**src/rtl/fetch_unit.sv**
```systemverilog
// Program-counter and instruction-fetch stage: fetches one word per instruction over a
// request/valid memory handshake and holds it for decode until commit selects the next PC.
module fetch_unit #(
    parameter int unsigned         XLEN     = 32,
    parameter logic [XLEN-1:0]     RESET_PC = '0
) (
    input  logic            clk,
    input  logic            reset,
    input  logic [1:0]      PCSrc,
    input  logic [XLEN-1:0] PCTarget,
    input  logic [XLEN-1:0] ALUResult,
    input  logic            Commit,
    output logic            IMemReq,
    output logic [XLEN-1:0] IMemAddr,
    input  logic            IMemValid,
    input  logic [31:0]     IMemRData,
    output logic [XLEN-1:0] PC,
    output logic [XLEN-1:0] PCPlus4,
    output logic [31:0]     Instr,
    output logic            InstrValid,
    output logic            Misaligned,
    output logic [31:0]     RetireCount
);

    typedef enum logic [1:0] {
        FETCH = 2'b00,
        EXEC  = 2'b01,
        HALT  = 2'b10
    } state_t;

    state_t          state;
    logic [XLEN-1:0] next_pc;

    assign PCPlus4  = PC + XLEN'(4);
    assign IMemAddr = PC;
    // Gated by reset so an in-flight request is withdrawn the moment reset asserts.
    assign IMemReq    = reset && (state == FETCH);
    assign InstrValid = (state == EXEC);

    always_comb begin
        next_pc = PCPlus4;
        unique case (PCSrc)
            2'b01:   next_pc = PCTarget;
            2'b10:   next_pc = ALUResult & ~XLEN'(1);
            default: next_pc = PCPlus4;
        endcase
    end

    always_ff @(posedge clk or negedge reset) begin
        if (!reset) begin
            state       <= FETCH;
            PC          <= RESET_PC;
            Instr       <= 32'h0000_0013;
            Misaligned  <= 1'b0;
            RetireCount <= '0;
        end else begin
            unique case (state)
                FETCH: begin
                    if (IMemValid) begin
                        Instr <= IMemRData;
                        state <= EXEC;
                    end
                end
                EXEC: begin
                    if (Commit) begin
                        PC          <= next_pc;
                        RetireCount <= RetireCount + 32'd1;
                        if (next_pc[1:0] == 2'b00) begin
                            state <= FETCH;
                        end else begin
                            Misaligned <= 1'b1;
                            state      <= HALT;
                        end
                    end
                end
                HALT: begin
                    state <= HALT;
                end
                default: begin
                    state <= FETCH;
                end
            endcase
        end
    end

endmodule

```
**config.mk**
```make
export PLATFORM = sky130hd
export DESIGN_NAME = fetch_unit
export DESIGN_NICKNAME = d
export VERILOG_FILES = /design/src/rtl/fetch_unit.sv
export SDC_FILE = /design/constraint.sdc
export NUM_CORES = 1
export LEC_CHECK = 0
export BUFFER_PORTS_ARGS = -buffer_cell sky130_fd_sc_hd__buf_4
export CAP_MARGIN = 10
export CORE_ASPECT_RATIO = 1.75
export CORE_MARGIN = 2
export CORE_UTILIZATION = 42
export DETAILED_ROUTE_END_ITERATION = 12
export HOLD_SLACK_MARGIN = 0.03
export MAX_ROUTING_LAYER = met4
export PLACE_DENSITY = 0.82
export SYNTH_ARGS = -nofsm -noshare
export SYNTH_HDL_FRONTEND = slang
export SYNTH_SLANG_ARGS = --single-unit
export TNS_END_PERCENT = 20
```
**constraint.sdc**
```tcl
create_clock -name clk -period 2 [get_ports clk]
set_input_delay 0.1 -clock clk [delete_from_list [all_inputs] [get_ports clk]]
set_output_delay 0.1 -clock clk [all_outputs]
set_load 0.01 [all_outputs]
```
Word level (Yosys, flattened, before mapping)
Cells that the tools add are included.
{ "classes": {"addsub": 2, "eq_ne": 6, "mux": 5, "bitwise": 1, "reduce_logical": 7} }
{ "ops": {"columns": ["cell", "count"], "rows": [
  ["one-hot mux 32 bit (2 select lines)", 1],
  ["adder 32 x 1 -> 32 bit, second input constant", 1],
  ["adder 32 x 3 -> 32 bit, second input constant", 1],
  ["two-way mux 2 bit", 3],
  ["one-hot mux 2 bit (3 select lines)", 1],
  ["AND reduction 2 bit", 3],
  ["equality test 2 x 1 -> 1 bit, second input constant", 2],
  ["equality test 2 bit, second input constant", 2],
  ["zero test 2 bit", 2],
  ["!= test 2 bit, second input constant", 2],
  ["AND reduction 3 bit", 1],
  ["logical AND 1 bit", 1],
  ["NOT 1 bit", 1]
]} }
{ "word_totals": {"register_bits": 99, "inputBits": 102, "out_inout_bits": 163, "word_cells": 26} }

Logic depth before layout (Yosys ltp)
Gate-level depths: netlist of the first run.
{ "depth": {"depth_word": 6, "ltp_mapped": 10, "mapped_depth_nobuf": 7} }

Worst setup path after synthesis of the first run
Ideal clock, no wire load.
{ "synth_timing": {"kind": "reg-to-reg", "startpoint": "register PC[2] (netlist: IMemAddr[2])", "endpoint": "register PC[22] (netlist: IMemAddr[22])", "setup_time_ns": 0.126, "t_arrival_ns": 1.893, "setup_slack_ns": -0.020, "path_stages_with_launch": 6, "path_buffers": 0, "cell_sequence": "dfrtp_1 > ha_1 > nand3_4 > nor4_4 > nand4_1 > a311o_1"} }
{ "synth_between": {"elab_chain_cells": 2} }
{ "synth_lines": {"columns": ["element", "line", "rtl"], "rows": [
  ["start: declaration", "17", "output logic [XLEN-1:0] PC,"],
  ["start signal: assignment", "66", "PC <= next_pc;"],
  ["adder 32 x 3 -> 32 bit", "34", "assign PCPlus4 = PC + XLEN'(4);"],
  ["one-hot mux 32 bit (2 select lines)", "42", "unique case (PCSrc)"]
]} }
No other way between the ends.
A chain may end at the register's enable or synchronous reset.

Worst setup path in the final report of the first run
{ "layout_timing": {"startpoint": "register PC[2] (netlist: IMemAddr[2])", "endpoint": "output PCPlus4[31]"} }
{ "layout_between": {"elab_chain_cells": 1} }
{ "layout_lines": {"columns": ["element", "line", "rtl"], "rows": [
  ["adder 32 x 3 -> 32 bit", "34", null],
  ["end: declaration", "18", "output logic [XLEN-1:0] PCPlus4,"]
]} }
No other way between the ends.

==> results of run 1 <==
Yosys cell counts, types with 9 or more instances:
cell type / instances / area share, %
sky130_fd_sc_hd__o21ai_0: 30 / 2.8
sky130_fd_sc_hd__xor2_1: 22 / 3.5
sky130_fd_sc_hd__inv_1: 15 / 1.0
sky130_fd_sc_hd__clkbuf_1: 19 / 1.3
sky130_fd_sc_hd__dfrtp_1: 96 / 44
sky130_fd_sc_hd__buf_4: 34 / 4.7
sky130_fd_sc_hd__nor2_1: 29 / 2.0
sky130_fd_sc_hd__nand4_1: 17 / 2.0
sky130_fd_sc_hd__xnor2_1: 37 / 6.0
sky130_fd_sc_hd__nand3_1: 17 / 1.6
sky130_fd_sc_hd__mux2_2: 32 / 6.6
sky130_fd_sc_hd__nand2_1: 38 / 2.6
sky130_fd_sc_hd__a21oi_1: 9 / 0.83
sky130_fd_sc_hd__a22oi_1: 13 / 1.8
final timing paths:
kind,startpoint,endpoint,cells after the start
setup reg to reg,IMemAddr[11],IMemAddr[28],8
hold reg to reg,RetireCount[31],RetireCount[31],1
max in group asynchronous,reset,IMemAddr[10],3
hold / removal,PCTarget[25],IMemAddr[25],3
min in group asynchronous,reset,RetireCount[21],3
setup / recovery,IMemAddr[2],PCPlus4[31],7
power groups by stage:
stage	Sequential, W	Clock [W]	Combinational (W)
final	0.00334	0.00170	0.00580
after global routing	0.00344	0.00184	0.00617
after CTS	0.00329	0.00173	0.00569
after detailed placement	0.00332	0	0.00559
after global placement	0.00328	0	0.00549
after floorplan	0.00376	0	0.00230
kinds of logic (layout without fill, tap and decap cells):
logic type	Yosys count	count (layout)	synth area share, %
muxes	35	35	7.18
buffers and inverters	74	395	7.50
DFF	99	99	45.6
AOI/OAI and AO/OA	108	108	14.1
and+or+nand+nor	150	150	15.1
adders and majority gates	4	4	0.920
xor gates and xnor gates	59	59	9.50
worst max-delay path, stage by stage, from the launching register on:
cell	delay, ns
sky130_fd_sc_hd__dfrtp_1	0.43
sky130_fd_sc_hd__nand4_1	0.24
sky130_fd_sc_hd__nor3_2	0.22
sky130_fd_sc_hd__buf_4	0.17
sky130_fd_sc_hd__and2_4	0.16
sky130_fd_sc_hd__and3_4	0.19
sky130_fd_sc_hd__xor2_1	0.15
sky130_fd_sc_hd__buf_4	0.14
sequential cells by signal, summed over array words and instances (netlist names):
signal	count
Instr	32
state	2
IMemAddr	32
Misaligned	1
RetireCount	32
placed cells by master, fill, tap and decap left out, drive strengths merged, types with 13 or more instances in the layout:
| master | Yosys | final |
|---|---|---|
| a22oi | 13 | 13 |
| buf | 39 | 329 |
| dfrtp | 96 | 96 |
| dlygate4sd3 | 0 | 34 |
| inv | 15 | 17 |
| mux2 | 32 | 32 |
| nand2 | 38 | 38 |
| nand3 | 19 | 19 |
| nand4 | 17 | 17 |
| nor2 | 29 | 29 |
| o21ai | 30 | 30 |
| xnor2 | 37 | 37 |
| xor2 | 22 | 22 |
layer usage:
| metal | share of wire, % | up-vias |
|---|---|---|
| met1 | 35 | 2671 |
| met5 | 0 | - |
| li1 | - | 2520 |
| met2 | 57 | 227 |
| met3 | 5.9 | 22 |
| met4 | 1.6 | 0 |
layout make-up:
| type | count | area share (%) |
|---|---|---|
| Multi-Input combinational cell | 356 | 31.0 |
| Tap cell | 171 | 2.49 |
| Inverter | 16 | 0.700 |
| Sequential cell | 99 | 29.0 |
| Clock inverter | 6 | 0.671 |
| Timing Repair Buffer | 363 | 33.5 |
| Clock buffer | 10 | 2.67 |
metrics by stage:
| stage | TNS, ns | area, sq um | utilization, % | cells | hold slack (ns) |
|---|---|---|---|---|---|
| 6_report | -0.907 | 8580 | 67.0 | 1021 | 0.0373 |
| 5_1_grt | -3.63 | 8580 | 67.0 | 1021 | 0.0334 |
| 4_1_cts | -2.00 | 8440 | 65.9 | 1015 | 0.0314 |
| 3_5_place_dp | -4.39 | 7720 | 60.3 | 957 | 0.247 |
| 3_3_place_gp | -2.67 | 7720 | 60.3 | 957 | 0.243 |
| 2_1_floorplan | 0 | 5440 | - | 529 | -0.196 |
timing repair:
action	CTS	global route
hold endpoints to repair	129	0
pin swaps	9	16
setup endpoints to repair	21	25
buffers inserted	8	5
hold buffers	34	0
gates resized for setup	8	21
==> key figures, run 1 <==
Outcome
  • Status: finished with violations
  • Violated checks: setup timing

Critical path
  • Worst Setup End Kind: output pin
  • Path type of the worst setup path: reg -> out
  • Peak fanout along the critical path: 3
  • Data arrival time of the worst path: roughly 2 ns
  • Data required time of the critical path: 1.90 ns
  • Critical Path Start Type: register
  • Worst-case register-to-register setup slack: about 0.090 ns

Route
  • Total DRC errors in the routed layout: 0
  • Antenna Nets Post-Route: 0
  • Avg WL per Cell: approximately 19 um
  • First-pass DRT Iterations: 5
  • Total wire length: between 15000 and 20000 um
  • Vias per inst: approximately 5.3
  • Iteration-0 DRC count of the detailed router: 176
  • Vias: ~5400

Clock tree
  • Root buffer cell: sky130_fd_sc_hd__clkbuf_16
  • CTS tree: yes
  • H-tree depth: 3
  • Maximum number of buffers from clock root to sink: 2
  • Clock latency reported for the late side of the worst-skew pair: 0.35 ns
  • Sink count of the clock tree: 99
  • Clock buffers created by TritonCTS: 9
  • Post-CTS clock slew at the launch and capture registers of the worst setup and hold paths: around 0.07 ns

GRT
  • All-Layer GR Usage: a little over a quarter
  • Met2 demand-to-capacity share in global routing: between 50% and 60%
  • Met1 GRT Util: between 20% and 30%
  • Met3 GRT Util: under 10%
  • Number of global-route vias before repair: approximately 5500
  • First-pass GRT wire length: ~30000 um
  • Maximum number of pins on one net before global-route repair: 100
  • Total grt overflow: 0
  • Highest-utilization routing layer at the global route stage: met2
  • Antenna violations before repair: 0

Power
  • Peak supply drop: between 0.7 and 0.8 mV
  • Clock power share: 15.7%
  • P_sw: 0.00417 W
  • Sw frac: 38.4%
  • Static leakage: between 4 and 5 nW
  • Internal Power: about 0.0067 W
  • Overall Power: 0.0108 W
  • Pwr dens: ~1300 nW/um^2
  • Sequential share of power: roughly 31%
  • Fraction of power consumed by combinational cells: between 50 and 60%

Yosys
  • Post-synth net total: roughly 640
  • Number of warning messages in the yosys log: 0
  • Post-synthesis cell area: 5440 sq um
  • Part of the Yosys area used for sequential elements: 45.6%
  • Yosys reg bits: a little under 100
  • Distinct cell type count after synthesis: 50
  • Most common flop cell mapped by yosys: sky130_fd_sc_hd__dfrtp_1
  • Avg Synthesized Cell Area: 10.3 sq um
  • Number of flops mapped to enable cells by yosys: 0
  • Synthesized instance count: between 500 and 600
  • Share of synthesized registers carrying an async set or reset: 100%

Worst hold path
  • Worst hold path type: in -> reg

Run
  • Max-cap check violation count: 0

STA
  • Worst setup skew after layout: 0.0112 ns
  • Period Utilization, post-route: 107%
  • Final setup violation count: 14
  • Worst slew margin: ~17%
  • Fin crit period: roughly 2.1 ns
  • Number of max-slew violations in the final report: 0
  • RSZ-0062 raised after global routing: true
  • Worst-case setup margin in the final layout: -0.139 ns
  • Achievable frequency: 468 MHz
  • Slew of the pin with the lowest slew margin: approximately 1.2 ns
  • Hold violation total from the final report: 0

Die
  • Width of the chip: between 90 and 100 um
  • Floorplan die height: 155 um
  • I/O pins: about 270
  • Area of the die: 13900 sq um
  • # rows: 55
  • Std-Cell Core Area: ~13000 sq um
  • Starting Density: roughly 42%

Finish
  • Number of diodes added for antenna fixing: 0
  • Nets@finish: around 950
  • Area growth from synthesis to layout: 57.8%
  • Combined area of the multi-input logic cells: approximately 2700 sq um
  • Fraction of final layout cells with drive strength greater than 1: between 40% and 50%
  • Area used by sequential logic in the layout: roughly 2500 sq um
  • # fillers: around 990

Placed design
  • Placer Congestion: between 0.8 and 0.9
  • Half-perimeter wire length of the detailed placement result: between 10000 and 15000 um
  • IO Port Bufs: between 200 and 300
  • Dpl ws: -0.239 ns
(Power assumes the default switching activity.)
==> run 2: changes to the inputs <==
--- a/config.mk
+++ b/config.mk
@@ -9,11 +9,11 @@
 export CAP_MARGIN = 10
 export CORE_ASPECT_RATIO = 1.75
 export CORE_MARGIN = 2
-export CORE_UTILIZATION = 42
+export CORE_UTILIZATION = 47
 export DETAILED_ROUTE_END_ITERATION = 12
 export HOLD_SLACK_MARGIN = 0.03
 export MAX_ROUTING_LAYER = met4
-export PLACE_DENSITY = 0.82
+export PLACE_DENSITY = 0.86
 export SYNTH_ARGS = -nofsm -noshare
 export SYNTH_HDL_FRONTEND = slang
 export SYNTH_SLANG_ARGS = --single-unit
==> constraint.sdc (replaced) <==
create_clock -name clk -period 2.36 [get_ports clk]
set_input_delay 0.118 -clock clk [delete_from_list [all_inputs] [get_ports clk]]
set_output_delay 0.118 -clock clk [all_outputs]
set_load 0.01 [all_outputs]
==> run 2 against run 1 <==
Effect of this change: the flow now finishes without violations; wire length fell by 6.9%; sequential cell count did not move; count of clock-buffer cells in the layout shrank 1; cell count decreased by 7.9%; clock power fell by 15%; critical path type unchanged; critical endpoint is now PCPlus4[24]; largest cell class is now multi-input gates.
==> key figures, run 2 (synthesized netlist as in run 1, its figures left out) <==
Critical path
  • List of cells traversed by the critical path: nand3_2 -> nor4_4 -> buf_4 -> nand4_1 -> xnor2_1 -> buf_4
  • Worst-case register-to-register setup slack: 0.40 ns (+0.31 ns)
  • Most common cell on crit path: sky130_fd_sc_hd__buf_4
  • Path type of the worst setup path: reg -> out
  • Data arrival time of the worst path: 2.16 ns (+0.12 ns)
  • Longest individual stage delay on the worst path: 0.45 ns (+0.02 ns)
  • Register-to-Register Path Depth: 5 (-3)
  • Reg-to-Reg Start: state[0]
  • Destination of the worst register-to-register timing path: IMemAddr[31]
  • Peak fanout along the critical path: 8 (+5)
  • Max stage delay cell, worst path: sky130_fd_sc_hd__dfrtp_2
  • Critical Path Start Type: register
  • Launch point of the worst path: IMemAddr[17]
  • Number of buffer and inverter stages on the critical path: 2 (unchanged)
  • Worst Setup End Kind: output pin
  • Data required time of the critical path: 2.24 ns (+0.34 ns)
  • Top Family by Delay on Critical Path: simple AND/OR/NAND/NOR gates

Finish
  • Fraction of final layout cells with drive strength greater than 1: 45.5% (-2.8 points)
  • Nets@finish: 906 (-4.7%)
  • Most common cell after layout, fill and taps aside: sky130_fd_sc_hd__buf_4
  • Area growth from synthesis to layout: 48.9%
  • # fillers: 792 (-20%)
  • Highest-count cells in the layout ignoring fill and taps: sky130_fd_sc_hd__buf_4 (283), sky130_fd_sc_hd__dfrtp_1 (83), sky130_fd_sc_hd__nand2_1 (37), sky130_fd_sc_hd__xnor2_1 (37), sky130_fd_sc_hd__dlygate4sd3_1 (33)
  • Number of diodes added for antenna fixing: 0 (unchanged)

Route
  • Vias per inst: 5.74 (+7.6%)
  • Avg WL per Cell: 18.8 um (+1.2%)
  • Iteration-0 DRC count of the detailed router: 245 (+39%)
  • Vias: 5391 (-0.90%)
  • Total DRC errors in the routed layout: 0 (unchanged)
  • First-pass DRT Iterations: 5 (unchanged)
  • Antenna Nets Post-Route: 0 (unchanged)
  • Total wire length: 17600 um (-6.9%)

Placed design
  • Placer Congestion: 0.916 (+4.6%)
  • IO Port Bufs: 263 (unchanged)
  • Half-perimeter wire length of the detailed placement result: 12900 um (-3.4%)
  • Dpl ws: 0.187 ns (+0.426 ns)

Clock tree
  • Clock latency reported for the late side of the worst-skew pair: 0.34 ns (about the same)
  • Maximum number of buffers from clock root to sink: 2 (unchanged)
  • Sink count of the clock tree: 99 (unchanged)
  • CTS tree: yes
  • Post-CTS clock slew at the launch and capture registers of the worst setup and hold paths: 0.08 ns (about the same)
  • H-tree depth: 3 (unchanged)
  • Clock buffers created by TritonCTS: 9 (unchanged)
  • Root buffer cell: sky130_fd_sc_hd__clkbuf_16

STA
  • Achievable frequency: ~440 MHz
  • Period Utilization, post-route: just under 100%
  • Worst-case setup margin in the final layout: 0.0821 ns (+0.221 ns)
  • Number of max-slew violations in the final report: 0 (unchanged)
  • Final setup violation count: 0 (-14)
  • Slew of the pin with the lowest slew margin: 0.584 ns (-0.658 ns)
  • Worst slew margin: 60.9% (+44 points)
  • Worst setup skew after layout: 0.00664 ns (-0.00460 ns)
  • Fin crit period: between 2 and 2.5 ns
  • Hold violation total from the final report: 0 (unchanged)

Power
  • Pwr dens: 1090 nW/um^2 (-14%)
  • Static leakage: 3.86 nW (-6.4%)
  • Peak supply drop: 0.684 mV (-14%)
  • Overall Power: 0.00880 W (-19%)

Outcome
  • Status: finished clean

Die
  • Std-Cell Core Area: 11500 sq um (-11%)
  • Floorplan die height: 146 um (-5.3%)
  • I/O pins: 265 (unchanged)
  • Starting Density: 47.5% (+5.0 points)
  • Area of the die: 12500 sq um (-10%)
  • Width of the chip: 85.3 um (-5.2%)
  • # rows: 52 (-5.5%)

GRT
  • Maximum number of pins on one net before global-route repair: 100 (unchanged)
  • All-Layer GR Usage: 28.5% (+1.5 points)
  • Number of global-route vias before repair: 5617 (+2.1%)
  • Antenna violations before repair: 0 (unchanged)
  • Total grt overflow: 0 (unchanged)
  • First-pass GRT wire length: 27500 um (-5.8%)

Worst hold path
  • Worst-case hold path end point: IMemAddr[0]
  • Startpoint of the worst hold path: PCTarget[0]
  • Worst hold path type: in -> reg
  • Hold path depth: 3 (unchanged)

Run
  • Max-cap check violation count: 0 (unchanged)
==> run 2: area by class of cell <==
cell class	count	area, sq um	area share (%)
Clock buffer	9	225	2.78
Sequential cell	99	2500	30.9
Clock inverter	7	67.6	0.835
Timing Repair Buffer	318	2490	30.8
Inverter	16	60.1	0.742
Multi-Input combinational cell	356	2580	31.9
Tap cell	135	169	2.09
==> run 2: how the worst max path moves through the flow <==
| stage | endpoint | slack, ns | depth (start not counted) |
|---|---|---|---|
| after floorplan | IMemAddr[22] | 0.34 | 5 |
| after global routing | PCPlus4[31] | -0.005 | 7 |
| after global placement | IMemAddr[28] | 0.26 | 6 |
| after detailed placement | IMemAddr[28] | 0.19 | 6 |
| after CTS | PCPlus4[31] | 0.02 | 6 |
| final | PCPlus4[24] | 0.08 | 6 |
==> run 2: metal layers <==
metal / up-vias / routed length, um / global-route usage (%)
met5: - / 0 / -
met4: 0 / 857 / 15.6
met3: 61 / 1350 / 5.60
met2: 315 / 9670 / 50.8
met1: 2584 / 5760 / 28.3
li1: 2431 / - / -
==> run 2: metrics by stage <==
| stage | utilization (%) | instances | setup TNS, ns | hold WS (ns) | area, sq um |
|---|---|---|---|---|---|
| 3_3_place_gp | 64.7 | 887 | 0 | 0.242 | 7410 |
| 2_1_floorplan | - | 529 | 0 | -0.178 | 5440 |
| 5_1_grt | 70.7 | 940 | -0.00472 | 0.0499 | 8100 |
| 3_5_place_dp | 64.7 | 887 | 0 | 0.253 | 7410 |
| 6_report | 70.7 | 940 | 0 | 0.0433 | 8100 |
| 4_1_cts | 70.3 | 938 | 0 | 0.0308 | 8050 |
==> run 2: what timing repair did <==
action	CTS	global route
pin swaps	1	2
hold buffers	33	0
setup endpoints to repair	6	9
resized for setup	6	13
buffers inserted	2	2
endpoints found under the hold margin	128	0
cloned	0	0
==> run 2: power by group <==
part,internal [W],switching [W]
combinational,0.00232,0.00195
sequential,0.00233,0.000760
clock,0.000746,0.000698
==> run 2: worst reg2reg max path: stages, from the launching register on <==
cell	delay [ns]
sky130_fd_sc_hd__dfrtp_1	0.43
sky130_fd_sc_hd__nor2b_1	0.31
sky130_fd_sc_hd__nand2_2	0.41
sky130_fd_sc_hd__a221o_1	0.39
sky130_fd_sc_hd__o21ai_0	0.14
sky130_fd_sc_hd__o211ai_1	0.16
==> run 3: changes to the inputs <==
--- a/config.mk
+++ b/config.mk
@@ -14,6 +14,7 @@
 export HOLD_SLACK_MARGIN = 0.03
 export MAX_ROUTING_LAYER = met4
 export PLACE_DENSITY = 0.86
+export REMOVE_ABC_BUFFERS = 1
 export SYNTH_ARGS = -nofsm -noshare
 export SYNTH_HDL_FRONTEND = slang
 export SYNTH_SLANG_ARGS = --single-unit
==> run 3 against run 2 <==
Effect of this change: non-clock buffer count did not move; critical path depth increased by 2; worst hold slack gained 0.016 ns; register-to-register slack lost 0.05 ns; largest cell class unchanged; highest routed layer unchanged.
==> key figures, run 3 (synthesized netlist as in run 1, its figures left out) <==
Finish
  • Area growth from synthesis to layout: 48.7%
  • Fraction of final layout cells with drive strength greater than 1: 44.0% (-1.5 points)
  • Highest-count cells in the layout ignoring fill and taps: sky130_fd_sc_hd__buf_4 (284), sky130_fd_sc_hd__dfrtp_1 (94), sky130_fd_sc_hd__nand2_1 (37), sky130_fd_sc_hd__xnor2_1 (37), sky130_fd_sc_hd__dlygate4sd3_1 (33)
  • Number of diodes added for antenna fixing: 0 (unchanged)
  • Nets@finish: 906 (unchanged)
  • Post-route cell area: 8080 sq um (-0.14%)
  • Most common cell after layout, fill and taps aside: sky130_fd_sc_hd__buf_4

Die
  • I/O pins: 265 (unchanged)
  • Width of the chip: 85.3 um (unchanged)
  • Std-Cell Core Area: 11500 sq um (unchanged)
  • Floorplan die height: 146 um (unchanged)
  • Area of the die: 12500 sq um (unchanged)
  • Starting Density: 47.5% (unchanged)
  • # rows: 52 (unchanged)

Critical path
  • Longest individual stage delay on the worst path: 0.41 ns (-0.04 ns)
  • Data required time of the critical path: 2.24 ns (about the same)
  • List of cells traversed by the critical path: buf_4 -> nand4_1 -> nor3_2 -> buf_4 -> and2_2 -> and3_4 -> xor2_1 -> buf_4
  • Worst Setup End Kind: output pin
  • Register-to-Register Path Depth: 5 (unchanged)
  • Critical Path Start Type: register
  • Path type of the worst setup path: reg -> out
  • Top Family by Delay on Critical Path: simple AND/OR/NAND/NOR gates
  • Worst-case register-to-register setup slack: 0.35 ns (-0.05 ns)
  • Destination of the worst register-to-register timing path: IMemAddr[15]
  • Peak fanout along the critical path: 7 (-1)
  • Max stage delay cell, worst path: sky130_fd_sc_hd__dfrtp_1
  • Data arrival time of the worst path: 2.15 ns (about the same)
  • Reg-to-Reg Start: state[0]
  • Most common cell on crit path: sky130_fd_sc_hd__buf_4
  • Number of buffer and inverter stages on the critical path: 3 (+1)
  • Number of gates on the worst path with buffers counted: 8 (+2)

Route
  • First-pass DRT Iterations: 6 (+1)
  • Vias: 5320 (-1.3%)
  • Iteration-0 DRC count of the detailed router: 253 (+3.3%)
  • Total DRC errors in the routed layout: 0 (unchanged)
  • Vias per inst: 5.66 (-1.3%)
  • Avg WL per Cell: 18.7 um (-0.20%)
  • Antenna Nets Post-Route: 0 (unchanged)
  • Total wire length: 17600 um (-0.20%)

STA
  • Achievable frequency: 440 MHz (+0.22%)
  • RSZ-0062 raised after global routing: true
  • Worst setup skew after layout: 0.00643 ns (-0.000210 ns)
  • Final TNS setup: 0 ns (unchanged)
  • Final setup violation count: 0 (unchanged)
  • Slew of the pin with the lowest slew margin: 0.583 ns (-0.000638 ns)
  • Period Utilization, post-route: 96.3% (-0.21 points)
  • Worst-case setup margin in the final layout: 0.0872 ns (+0.00507 ns)
  • Worst slew margin: 61.0% (about the same)
  • Number of max-slew violations in the final report: 0 (unchanged)
  • Fin crit period: 2.27 ns (-0.00507 ns)
  • Hold violation total from the final report: 0 (unchanged)

Clock tree
  • Clock buffers created by TritonCTS: 9 (unchanged)
  • Clock latency reported for the late side of the worst-skew pair: 0.34 ns (about the same)
  • Root buffer cell: sky130_fd_sc_hd__clkbuf_16
  • Sink count of the clock tree: 99 (unchanged)
  • Maximum number of buffers from clock root to sink: 2 (unchanged)
  • H-tree depth: 3 (unchanged)
  • Post-CTS clock slew at the launch and capture registers of the worst setup and hold paths: 0.07 ns (about the same)
  • CTS tree: yes

Power
  • Overall Power: 0.00880 W (about the same)
  • Pwr dens: 1090 nW/um^2 (+0.12%)
  • Peak supply drop: 0.772 mV (+13%)
  • Static leakage: 3.87 nW (+0.21%)

Worst hold path
  • Hold path depth: 3 (unchanged)
  • Worst hold path type: in -> reg
  • Worst-case hold path end point: IMemAddr[0]
  • Startpoint of the worst hold path: PCTarget[0]

GRT
  • First-pass GRT wire length: 27600 um (+0.20%)
  • All-Layer GR Usage: 28.5% (about the same)
  • Maximum number of pins on one net before global-route repair: 38 (-62%)
  • Antenna violations before repair: 0 (unchanged)
  • Number of global-route vias before repair: 5435 (-3.2%)
  • Total grt overflow: 0 (unchanged)

Outcome
  • Status: finished clean

Placed design
  • Half-perimeter wire length of the detailed placement result: 12700 um (-2.1%)
  • Placer Congestion: 0.847 (-7.6%)
  • Standard cell area after detailed placement: 7400 sq um (about the same)
  • Dpl ws: 0.241 ns (+0.0544 ns)
  • IO Port Bufs: 263 (unchanged)

Run
  • Max-cap check violation count: 0 (unchanged)
==> run 3: final cells by class <==
cell class	instances	area, sq um
clock buffer	10	239
multi-input combinational	356	2590
fill	809	3370
timing repair buffer	318	2480
sequential	99	2480
clock inverter	6	57.6
inverter	16	60.1
tap	135	169
==> run 3: stage by stage <==
stage | hold WS [ns] | std cells | util, %
floorplan | -0.178 | 471 | -
global placement | 0.0460 | 888 | 64.6
detailed placement | 0.0518 | 888 | 64.6
CTS | 0.0393 | 937 | 70.2
global route | 0.0442 | 940 | 70.6
finish | 0.0590 | 940 | 70.6
==> run 3: how the worst max path moves through the flow <==
| stage | slack, ns | start | endpoint |
|---|---|---|---|
| finish | 0.09 | IMemAddr[2] | PCPlus4[31] |
| global route | -0.01 | IMemAddr[2] | PCPlus4[31] |
| CTS | 0.01 | IMemAddr[6] | PCPlus4[31] |
| detailed placement | 0.24 | IMemAddr[3] | IMemAddr[22] |
| global placement | 0.32 | IMemAddr[3] | IMemAddr[28] |
| floorplan | -1.06 | state[0] | Instr[10] |
==> run 3: routing by layer <==
| metal | wire [um] | GRT usage (%) |
|---|---|---|
| met5 | 0 | - |
| met1 | 5990 | 29.8 |
| met3 | 1210 | 5.09 |
| met4 | 660 | 11.7 |
| met2 | 9730 | 51.6 |
==> run 3: repair_timing <==
action / CTS / global route
setup buffers: 0 / 3
endpoints found under the hold margin: 58 / 0
pin swaps: 0 / 4
hold buffers: 33 / 0
setup endpoints to repair: 8 / 6
gates resized for setup: 4 / 4
==> run 3: worst register-to-register path, delay by kind of cell (launching register included) <==
family / cells / cell delay (ns)
AOI/OAI and AO/OA: 2 / 0.35
buffers and inverters: 1 / 0.38
DFF: 1 / 0.42
and+or+nand+nor: 2 / 0.76
==> run 3: report_power, final <==
group	internal (W)	total [W]	switching (W)	leakage [nW]
Sequential	0.00231	0.00303	0.000722	1.22
Combinational	0.00231	0.00432	0.00201	2.50
Clock	0.000767	0.00145	0.000682	0.147
Total	0.00538	0.00880	0.00341	3.87
